--- config.mk ---
export PLATFORM = sky130hd
export DESIGN_NAME = cache_request_issuer_flat
export DESIGN_NICKNAME = d
export VERILOG_FILES = /design/src/rtl/cache_request_issuer_if.sv /design/src/rtl/cache_request_issuer.sv /design/src/flat_wrapper.sv
export SDC_FILE = /design/constraint.sdc
export NUM_CORES = 1
export LEC_CHECK = 0
export ABC_AREA = 1
export CORE_MARGIN = 3
export CORE_UTILIZATION = 48
export DETAILED_ROUTE_END_ITERATION = 8
export GPL_ROUTABILITY_DRIVEN = 1
export MAX_ROUTING_LAYER = met4
export PLACE_DENSITY = 0.79
export SLEW_MARGIN = 20
export SYNTH_ARGS = -nofsm -noshare
export SYNTH_HDL_FRONTEND = slang
export SYNTH_SLANG_ARGS = --single-unit
--- constraint.sdc ---
create_clock -name clock -period 4.5 [get_ports clock]
set_input_delay 1.35 -clock clock [delete_from_list [all_inputs] [get_ports clock]]
set_output_delay 1.35 -clock clock [all_outputs]
set_load 0.02 [all_outputs]
--- src/rtl/cache_request_issuer_if.sv ---
// Bundle of the CPU-side request, L1-side cache and response/statistics signals
// around cache_request_issuer. The master modport is the issuer's own view.
interface cache_request_issuer_if #(
  parameter int ADDR_LENGTH = 15,
  parameter int LAT_WIDTH   = 16
);
  logic                   reqValid;
  logic                   reqReady;
  logic                   reqWrite;
  logic [ADDR_LENGTH-1:0] reqAddr;
  logic [31:0]            reqData;

  logic [ADDR_LENGTH-1:0] cacheAddr;
  logic                   cacheEnable;
  logic                   cacheWrite;
  logic [31:0]            cacheDataOut;
  logic                   cacheComplete;
  logic [31:0]            cacheDataIn;

  logic                   respValid;
  logic                   respWrite;
  logic [31:0]            respData;
  logic [LAT_WIDTH-1:0]   respLatency;
  logic [LAT_WIDTH-1:0]   totalRequests;
  logic                   busy;

  modport master (
    input  reqValid, reqWrite, reqAddr, reqData, cacheComplete, cacheDataIn,
    output reqReady, cacheAddr, cacheEnable, cacheWrite, cacheDataOut,
           respValid, respWrite, respData, respLatency, totalRequests, busy
  );

  modport slave (
    output reqValid, reqWrite, reqAddr, reqData, cacheComplete, cacheDataIn,
    input  reqReady, cacheAddr, cacheEnable, cacheWrite, cacheDataOut,
           respValid, respWrite, respData, respLatency, totalRequests, busy
  );
endinterface

--- src/rtl/cache_request_issuer.sv ---
// Buffers CPU requests in a small FIFO and issues them one at a time to the L1
// port with an enable-level handshake, reporting data, latency and a request count.
module cache_request_issuer #(
  parameter int ADDR_LENGTH = 15,
  parameter int DEPTH       = 4,
  parameter int LAT_WIDTH   = 16
) (
  input logic              clock,
  input logic              reset,
  cache_request_issuer_if.master bus
);
  localparam int PTR_W = $clog2(DEPTH);
  localparam logic [PTR_W:0] FULL_COUNT = (PTR_W + 1)'(DEPTH);

  localparam logic [1:0] IDLE  = 2'd0;
  localparam logic [1:0] ISSUE = 2'd1;
  localparam logic [1:0] GAP   = 2'd2;

  logic                   memWrite [DEPTH];
  logic [ADDR_LENGTH-1:0] memAddr  [DEPTH];
  logic [31:0]            memData  [DEPTH];

  logic [PTR_W-1:0] wrPtr;
  logic [PTR_W-1:0] rdPtr;
  logic [PTR_W:0]   count;
  logic             reqReadyInt;
  logic             push;
  logic             pop;

  logic [1:0]             state;
  logic                   heldWrite;
  logic [ADDR_LENGTH-1:0] heldAddr;
  logic [31:0]            heldData;
  logic                   cacheEnableReg;
  logic [LAT_WIDTH-1:0]   latCnt;
  logic [LAT_WIDTH-1:0]   latNext;

  logic                 respValidReg;
  logic                 respWriteReg;
  logic [31:0]          respDataReg;
  logic [LAT_WIDTH-1:0] respLatencyReg;
  logic [LAT_WIDTH-1:0] totalReg;

  // Readiness comes from the registered count, so a pop frees a slot one cycle later.
  assign reqReadyInt = !reset && (count != FULL_COUNT);
  assign push        = bus.reqValid && reqReadyInt;
  assign pop         = (state == IDLE) && (count != '0);
  assign latNext     = (latCnt == '1) ? latCnt : latCnt + 1'b1;

  always_ff @(posedge clock) begin
    if (push) begin
      memWrite[wrPtr] <= bus.reqWrite;
      memAddr[wrPtr]  <= bus.reqAddr;
      memData[wrPtr]  <= bus.reqData;
    end
  end

  always_ff @(posedge clock) begin
    if (reset) begin
      wrPtr <= '0;
      rdPtr <= '0;
      count <= '0;
    end else begin
      if (push) wrPtr <= wrPtr + 1'b1;
      if (pop)  rdPtr <= rdPtr + 1'b1;
      case ({push, pop})
        2'b10:   count <= count + 1'b1;
        2'b01:   count <= count - 1'b1;
        default: count <= count;
      endcase
    end
  end

  // The latency counter holds (enable cycles - 1), so completion reports counter+1.
  always_ff @(posedge clock) begin
    if (reset) begin
      state          <= IDLE;
      heldWrite      <= 1'b0;
      heldAddr       <= '0;
      heldData       <= '0;
      cacheEnableReg <= 1'b0;
      latCnt         <= '0;
      respValidReg   <= 1'b0;
      respWriteReg   <= 1'b0;
      respDataReg    <= '0;
      respLatencyReg <= '0;
      totalReg       <= '0;
    end else begin
      respValidReg <= 1'b0;
      case (state)
        IDLE: begin
          if (pop) begin
            heldWrite      <= memWrite[rdPtr];
            heldAddr       <= memAddr[rdPtr];
            heldData       <= memData[rdPtr];
            cacheEnableReg <= 1'b1;
            latCnt         <= '0;
            state          <= ISSUE;
          end
        end
        ISSUE: begin
          if (bus.cacheComplete) begin
            cacheEnableReg <= 1'b0;
            respValidReg   <= 1'b1;
            respWriteReg   <= heldWrite;
            respDataReg    <= heldWrite ? 32'h0 : bus.cacheDataIn;
            respLatencyReg <= latNext;
            totalReg       <= totalReg + 1'b1;
            state          <= GAP;
          end else begin
            latCnt <= latNext;
          end
        end
        GAP:     state <= IDLE;
        default: state <= IDLE;
      endcase
    end
  end

  assign bus.reqReady      = reqReadyInt;
  assign bus.cacheAddr     = heldAddr;
  assign bus.cacheEnable   = cacheEnableReg;
  assign bus.cacheWrite    = heldWrite;
  assign bus.cacheDataOut  = heldData;
  assign bus.respValid     = respValidReg;
  assign bus.respWrite     = respWriteReg;
  assign bus.respData      = respDataReg;
  assign bus.respLatency   = respLatencyReg;
  assign bus.totalRequests = totalReg;
  assign bus.busy          = (state != IDLE) || (count != '0);
endmodule
--- src/flat_wrapper.sv ---
// flat-port wrapper written by rule: the top's interface ports become plain ports
module cache_request_issuer_flat 
#(
  parameter int ADDR_LENGTH = 15,
  parameter int DEPTH       = 4,
  parameter int LAT_WIDTH   = 16
)
  (clock, reset, bus_reqValid, bus_reqWrite, bus_reqAddr, bus_reqData, bus_cacheComplete, bus_cacheDataIn, bus_reqReady, bus_cacheAddr, bus_cacheEnable, bus_cacheWrite, bus_cacheDataOut, bus_respValid, bus_respWrite, bus_respData, bus_respLatency, bus_totalRequests, bus_busy);
  cache_request_issuer_if #(.ADDR_LENGTH(ADDR_LENGTH), .LAT_WIDTH(LAT_WIDTH)) bus_i ();
  input logic clock;
  input logic reset;
  input wire logic [$bits(bus_i.reqValid)-1:0] bus_reqValid;
  input wire logic [$bits(bus_i.reqWrite)-1:0] bus_reqWrite;
  input wire logic [$bits(bus_i.reqAddr)-1:0] bus_reqAddr;
  input wire logic [$bits(bus_i.reqData)-1:0] bus_reqData;
  input wire logic [$bits(bus_i.cacheComplete)-1:0] bus_cacheComplete;
  input wire logic [$bits(bus_i.cacheDataIn)-1:0] bus_cacheDataIn;
  output wire logic [$bits(bus_i.reqReady)-1:0] bus_reqReady;
  output wire logic [$bits(bus_i.cacheAddr)-1:0] bus_cacheAddr;
  output wire logic [$bits(bus_i.cacheEnable)-1:0] bus_cacheEnable;
  output wire logic [$bits(bus_i.cacheWrite)-1:0] bus_cacheWrite;
  output wire logic [$bits(bus_i.cacheDataOut)-1:0] bus_cacheDataOut;
  output wire logic [$bits(bus_i.respValid)-1:0] bus_respValid;
  output wire logic [$bits(bus_i.respWrite)-1:0] bus_respWrite;
  output wire logic [$bits(bus_i.respData)-1:0] bus_respData;
  output wire logic [$bits(bus_i.respLatency)-1:0] bus_respLatency;
  output wire logic [$bits(bus_i.totalRequests)-1:0] bus_totalRequests;
  output wire logic [$bits(bus_i.busy)-1:0] bus_busy;
  assign bus_i.reqValid = bus_reqValid;
  assign bus_i.reqWrite = bus_reqWrite;
  assign bus_i.reqAddr = bus_reqAddr;
  assign bus_i.reqData = bus_reqData;
  assign bus_i.cacheComplete = bus_cacheComplete;
  assign bus_i.cacheDataIn = bus_cacheDataIn;
  assign bus_reqReady = bus_i.reqReady;
  assign bus_cacheAddr = bus_i.cacheAddr;
  assign bus_cacheEnable = bus_i.cacheEnable;
  assign bus_cacheWrite = bus_i.cacheWrite;
  assign bus_cacheDataOut = bus_i.cacheDataOut;
  assign bus_respValid = bus_i.respValid;
  assign bus_respWrite = bus_i.respWrite;
  assign bus_respData = bus_i.respData;
  assign bus_respLatency = bus_i.respLatency;
  assign bus_totalRequests = bus_i.totalRequests;
  assign bus_busy = bus_i.busy;
  cache_request_issuer #(.ADDR_LENGTH(ADDR_LENGTH), .DEPTH(DEPTH), .LAT_WIDTH(LAT_WIDTH)) u_core (.clock(clock), .reset(reset), .bus(bus_i));
endmodule
==> metrics.md, run 1 <==
| Metric | Value |
|---|---|
| WP buf/inv | 2 |
| Post-synth cell types | 31 |
| Clock-pin slew on the worst setup and hold paths | 0.05 ns |
| Hold Path Class | reg2reg |
| Relative slew slack | 25.2% |
| Syn nets | 1320 |
| Worst Setup End Kind | primary output |
| CTS Buf Count | 35 |
| Vias per std cell | 5.32 |
| Req. time, crit path | 3.15 ns |
| Die extent in y | 169 µm |
| Root buffer cell | clkbuf_16 |
| Initial Util | 49.5% |
| Share of post-route cells with drive strength above 1 | 6.33% |
| Final setup viols | 0 |
| Tmin final | 3.66 ns |
| Initial antenna violation count | 0 |
| DRT Pass-1 Iters | 5 |
| Final cell count without fillers | 1769 |
| Initial DRC count | 680 |
| CP max-delay cell | clkdlybuf4s50_1 |
| First-pass GRT wire length | 46.4 mm |
| Maximum clock path buffer count | 3 |
| Reg2reg start | u_core.count[1] |
| Gr usage total | 20.6% |
| Final net count | 1503 |
| Placed cell count | 1704 |
| Status | completed |
| Final antenna-violating net count | 0 |
| Crit path to | bus_reqReady |
| Area of the multi-input gates | 3650 µm² |
| DRC viols | 0 |
| Synth area leaders | edfxtp_1, dfxtp_1, nor2_1, o21ai_0, nand2_1 |
| RSZ-0062 raised after global routing | no |
| Die X | 169 µm |
| Worst Reg2Reg Path Length in Cells | 7 |
| Clock sink count | 332 |
| Cell area after layout | 16100 µm² |
| Main synth FF type | edfxtp_1 |
| DP Area | 15000 µm² |
| Crit path launch | reset |
| Clk_skew | 0.0145 ns |
| Hold Slack | 0.464 ns |
| R2R Setup Slk | 2.18 ns |
| Fmax | 273 MHz |
| Avg Cell Area, Syn | 10.3 µm² |
| Peak supply drop | 0.000393 V |
| Slowest stage delay, CP | 0.64 ns |
| Fin util | 62.9% |
| CTS tree | built |
| Worst-path cell chain | buf_2, a31oi_1, clkdlybuf4s50_1 |
| Worst R2R End | u_core.bus.cacheDataOut[4] |
| Gr busiest metal | met2 |
| DIE AREA | 28400 µm² |
| Pwr dens | 585 nW/µm² |
| Yosys Warn Count | 0 |
| Final worst-path cycle share | 81.4% |
| Max FO, Critical Path | 2 |
| EDFF count, synth | 192 |
| Global route total overflow | 0 |
| Critical path startpoint category | input port |
| Fillers | 1971 |
| Routed WL | 29.5 mm |
| Post-synth top area share | 45.4% |
| Register area share after synthesis | 67.5% |
| Number of global-route vias before repair | 8997 |
| Post-synthesis cell area | 12700 µm² |
| Reg area | 8570 µm² |
| Post-CTS Resized | 0 |
| Vias | 9415 |
| Cell family with the largest share of critical-path delay | buffers and inverters |
| Maxcap violations | 0 |
| Met1 Use GR | 25.2% |
| Synth Instances | 1228 |
| Setup Buffers After CTS | 0 |
| Hold-fix buffers at CTS | 0 |
| Core area | 25600 µm² |
| Slew Viols, Final | 0 |
| Synth area leader | edfxtp_1 |
| # rows | 58 |
| Setup_tns | 0 ns |
| Worst EP arrival | 2.31 ns |
| DP HPWL | 17.9 mm |
| Largest net degree at the start of global routing | 98 |
| Clk_lat worst skew | 0.51 ns |
| WL/cell | 16.7 µm |
| Levels on crit path | 3 |
| Fin. Hold Viols | 0 |
| GP Congestion | 0.861 |
| Port buffer count | 200 |
| Area Overhead vs Synth | 26.9% |
| Leakage | 5.57 nW |
| Io pins | 201 |
| WS Path Type | in2out |
| Flops & latches, synth | 332 |
| Met3 GRT Util | 4.81% |
| H-tree depth | 2 |
| Global Route met2 Usage | 34.9% |
| Worst slew pin tran | 1.12 ns |
| Ys async rst share | 0% |
==> state kept, by name, indices dropped and copies added (netlist names), 4 cells and up <==
signal,count
u_core.bus.respLatency,16
u_core.memAddr,60
u_core.memData,128
u_core.bus.cacheDataOut,32
u_core.latCnt,16
u_core.bus.cacheAddr,15
u_core.bus.totalRequests,16
u_core.memWrite,4
u_core.bus.respData,32
==> power by group <==
part | total (mW) | switching [mW] | internal [mW]
Sequential | 3.84 | 0.224 | 3.62
Clock | 2.76 | 1.12 | 1.64
Combinational | 2.82 | 1.79 | 1.03
==> cells in the final DEF, fill, tap and decap left out, types with 2 or more instances in the layout <==
cell type and n:
nand2_2 2, inv_2 6, nand2_1 156, a21oi_2 2, clkinv_1 8, ha_1 7
nand4_1 6, edfxtp_1 192, nor3_1 4, diode_2 2, bufinv_16 2, nor2_1 245
clkinv_8 2, inv_1 42, or2_2 2, clkbuf_8 3, nor2_4 6, xor2_1 7
o21a_1 2, a31oi_1 50, dfxtp_1 138, o21ai_0 177, clkbuf_1 9, clkinv_2 4
nand3_1 21, clkbuf_16 36, nor2_2 6, buf_4 11, buf_12 4, o21bai_1 7
a21oi_1 72, clkdlybuf4s50_1 199
==> Yosys cell counts (2+ instances only) <==
master and count:
a21oi_1 72, a21oi_2 2, a31oi_1 50, buf_1 2
buf_2 26, buf_4 3, buf_6 2, clkbuf_1 36
dfxtp_1 140, edfxtp_1 192, ha_1 7, inv_1 43
inv_2 7, nand2_1 156, nand2_2 2, nand3_1 21
nand4_1 6, nor2_1 249, nor2_2 6, nor2_4 2
nor3_1 4, o21a_1 2, o21ai_0 177, o21bai_1 7
or2_2 2, xor2_1 7
==> routing by layer <==
| metal | vias to the layer above | routed length (µm) |
|---|---|---|
| met2 | 365 | 14500 |
| li1 | 4595 | - |
| met4 | 0 | 553 |
| met5 | - | 0 |
| met1 | 4404 | 12000 |
| met3 | 51 | 2460 |
==> worst min-delay path by stage <==
| stage | startpoint | endpoint | slack [ns] | cells after the start |
|---|---|---|---|---|
| CTS | u_core.bus.respData[31] | u_core.bus.respData[31] | 0.46 | 2 |
| global placement | u_core.bus.respWrite | u_core.bus.respWrite | 0.45 | 1 |
| global route | u_core.bus.respData[12] | u_core.bus.respData[12] | 0.48 | 2 |
| floorplan | u_core.count[2] | u_core.count[2] | 0.46 | 2 |
| detailed placement | u_core.bus.respData[31] | u_core.bus.respData[31] | 0.46 | 2 |
| finish | u_core.bus.respData[12] | u_core.bus.respData[12] | 0.46 | 2 |
==> cell families (layout without fill, tap and decap cells) <==
kind of cell	after synthesis	count (layout)	share of synthesized area, %
adders and majority gates	8	8	0.848
DFF	332	332	67.5
and+or+nand+nor	450	450	14.1
other	0	2	0
buffers and inverters	119	328	3.98
xor gates and xnor gates	7	7	0.483
AOI/OAI and AO/OA	312	312	13.1
==> tightest hold or removal path, stage by stage (launching register included) <==
cell and delay [ns]:
dfxtp_1 0.31, nand2_1 0.06, a21oi_1 0.05
==> metrics by stage <==
step	worst slack, ns	power, mW
after floorplan	-0.246	5.61
after global placement	0.887	6.66
after detailed placement	0.843	6.72
after CTS	0.842	9.49
after global routing	0.793	9.93
final	0.839	9.42
==> layout make-up <==
class,count,share of cell area [%]
inverters,50,1.18
clock inverters,15,0.878
multi-input cells,777,22.7
clock buffers,48,6.06
diodes,2,0.0311
flip-flops and latches,332,53.2
well taps,330,2.56
repair buffers,215,13.4
No activity file was read; power rests on OpenSTA's default activity.
==> inputs of run 2 (changes only) <==
- clock period: 4.5 -> 3 ns (I/O delays scaled with it)
==> run 2 against run 1 <==
Net effect: via count grew 1.0%; first-iteration DRC count grew 26%; highest routed layer unchanged; sequential power grew 53%; setup slack lost 0.62 ns; hold slack is essentially flat; critical endpoint unchanged; cell area grew 0.28%; global-route usage grew 0.57 points; utilization grew 0.18 points; clock skew is essentially flat.
==> metrics.md, run 2 (synthesized netlist as in run 1, its figures left out) <==
| Metric | Value |
|---|---|
| Vias per std cell | 5.36 |
| Worst slew pin tran | 0.649 ns |
| Area Overhead vs Synth | 27.3% |
| Core area | 25600 µm² |
| Most frequent cells in the layout | nor2_1, clkdlybuf4s50_1, edfxtp_1 |
| Fillers | 1971 |
| Number of global-route vias before repair | 9336 |
| Relative slew slack | 56.7% |
| Slowest stage delay, CP | 0.65 ns |
| Hold path startpoint | u_core.bus.respData[4] |
| Final setup viols | 0 |
| DP HPWL | 18.7 mm |
| Die extent in y | 169 µm |
| Reg2reg start | u_core.count[2] |
| Reg area | 8570 µm² |
| Setup Buffers After CTS | 0 |
| CTS Buf Count | 34 |
| WP buf/inv | 2 |
| Initial Util | 49.5% |
| DRT Pass-1 Iters | 6 |
| Routed WL | 29.7 mm |
| Maximum clock path buffer count | 3 |
| Final antenna-violating net count | 0 |
| Io pins | 201 |
| Global route total overflow | 0 |
| Hold Path Class | reg2reg |
| Top flop regs | u_core.memData: 128 flops, u_core.memAddr: 60 flops |
| CTS tree | built |
| Post-route setup slack | 0.218 ns |
| Total Power | 14.1 mW |
| Maxcap violations | 0 |
| Clk_lat worst skew | 0.51 ns |
| Vias | 9513 |
| Root buffer cell | clkbuf_16 |
| Clock-pin slew on the worst setup and hold paths | 0.06 ns |
| Cell area after layout | 16200 µm² |
| Crit path launch | reset |
| Share of post-route cells with drive strength above 1 | 7.20% |
| Area of the multi-input gates | 3660 µm² |
| Setup_tns | 0 ns |
| DIE AREA | 28400 µm² |
| Req. time, crit path | 2.10 ns |
| Status | completed |
| First-pass GRT wire length | 47.5 mm |
| Pwr dens | 872 nW/µm² |
| DP Area | 15100 µm² |
| Fin. Hold Viols | 0 |
| Gr usage total | 21.2% |
| # rows | 58 |
| Most common cell after layout, fill and taps aside | nor2_1 |
| Initial DRC count | 859 |
| Critical path startpoint category | input port |
| Largest net degree at the start of global routing | 61 |
| Clk_skew | 0.0146 ns |
| Max FO, Critical Path | 2 |
| Cell family with the largest share of critical-path delay | buffers and inverters |
| Final cell count without fillers | 1776 |
| WL/cell | 16.7 µm |
| CP max-delay cell | clkdlybuf4s50_1 |
| Leakage | 5.60 nW |
| RSZ-0062 raised after global routing | no |
| Max reg flops | 128 |
| Tmin final | 2.78 ns |
| Final worst-path cycle share | 92.7% |
| Placement Setup Slack | 0.208 ns |
| Final net count | 1512 |
| Slew Viols, Final | 0 |
| DRC viols | 0 |
| H-tree depth | 2 |
| Peak supply drop | 0.000560 V |
| Placed cell count | 1714 |
| Worst Setup End Kind | primary output |
| Clock sink count | 332 |
| Port buffer count | 200 |
| GP Congestion | 0.871 |
| Worst EP arrival | 1.88 ns |
| WS Path Type | in2out |
| Hold-fix buffers at CTS | 0 |
| Worst-path cell chain | buf_2, a31oi_2, clkdlybuf4s50_1 |
| Most flops, register | u_core.memData |
| Fmax | 359 MHz |
| Die X | 169 µm |
| Post-CTS Resized | 0 |
| Initial antenna violation count | 1 |
==> run 2: cell type report <==
| type | instances | area share (%) |
|---|---|---|
| Clock buffer | 47 | 6.01 |
| Tap cell | 330 | 2.56 |
| Inverter | 50 | 1.17 |
| Antenna cell | 1 | 0.0155 |
| Sequential cell | 332 | 53.1 |
| Multi-Input combinational cell | 777 | 22.6 |
| Clock inverter | 14 | 0.689 |
| Timing Repair Buffer | 225 | 13.8 |
==> run 2: worst reg2reg max path: cells and delay by family, from the launching register on <==
kind	cells	cell delay, ns
buffers and inverters	3	0.27
AND/OR/NAND/NOR	2	0.31
adder cells (fa/ha/maj)	2	0.51
flip-flops	1	0.34
AO/OA/AOI/OAI	4	0.54
==> run 2: through the flow <==
step / hold WS (ns) / utilization (%)
after CTS: 0.464 / 63.0
final: 0.464 / 63.1
after detailed placement: 0.455 / 58.8
after global routing: 0.489 / 63.1
after floorplan: 0.469 / -
after global placement: 0.451 / 58.8
==> run 2: path summary, 6_finish.rpt <==
check / endpoint / cells past startpoint / slack (ns)
setup reg to reg: u_core.count[2] / 11 / 0.91
hold / removal: u_core.bus.respData[4] / 2 / 0.46
hold reg to reg: u_core.bus.respData[4] / 2 / 0.46
setup / recovery: bus_reqReady / 3 / 0.22
==> run 2: power breakdown <==
| group | internal, mW | total [mW] | switching, mW |
|---|---|---|---|
| Combinational | 1.58 | 4.18 | 2.60 |
| Clock | 2.36 | 4.04 | 1.68 |
| Sequential | 5.42 | 5.86 | 0.433 |
==> run 2: layer usage <==
metal	up-vias	GRT usage, %	share of wire, %	wire (µm)
li1	4615	-	-	-
met1	4450	25.8	40	12000
met2	386	35.2	49	14500
met3	62	4.58	8.2	2440
met4	0	7.58	2.6	771
met5	-	-	0	0
==> inputs of run 3 (changes only) <==
- SKIP_CTS_REPAIR_TIMING: unset -> 1
==> results of run 3 <==
No change in the layout: final DEF, timing and power equal those of run 2.
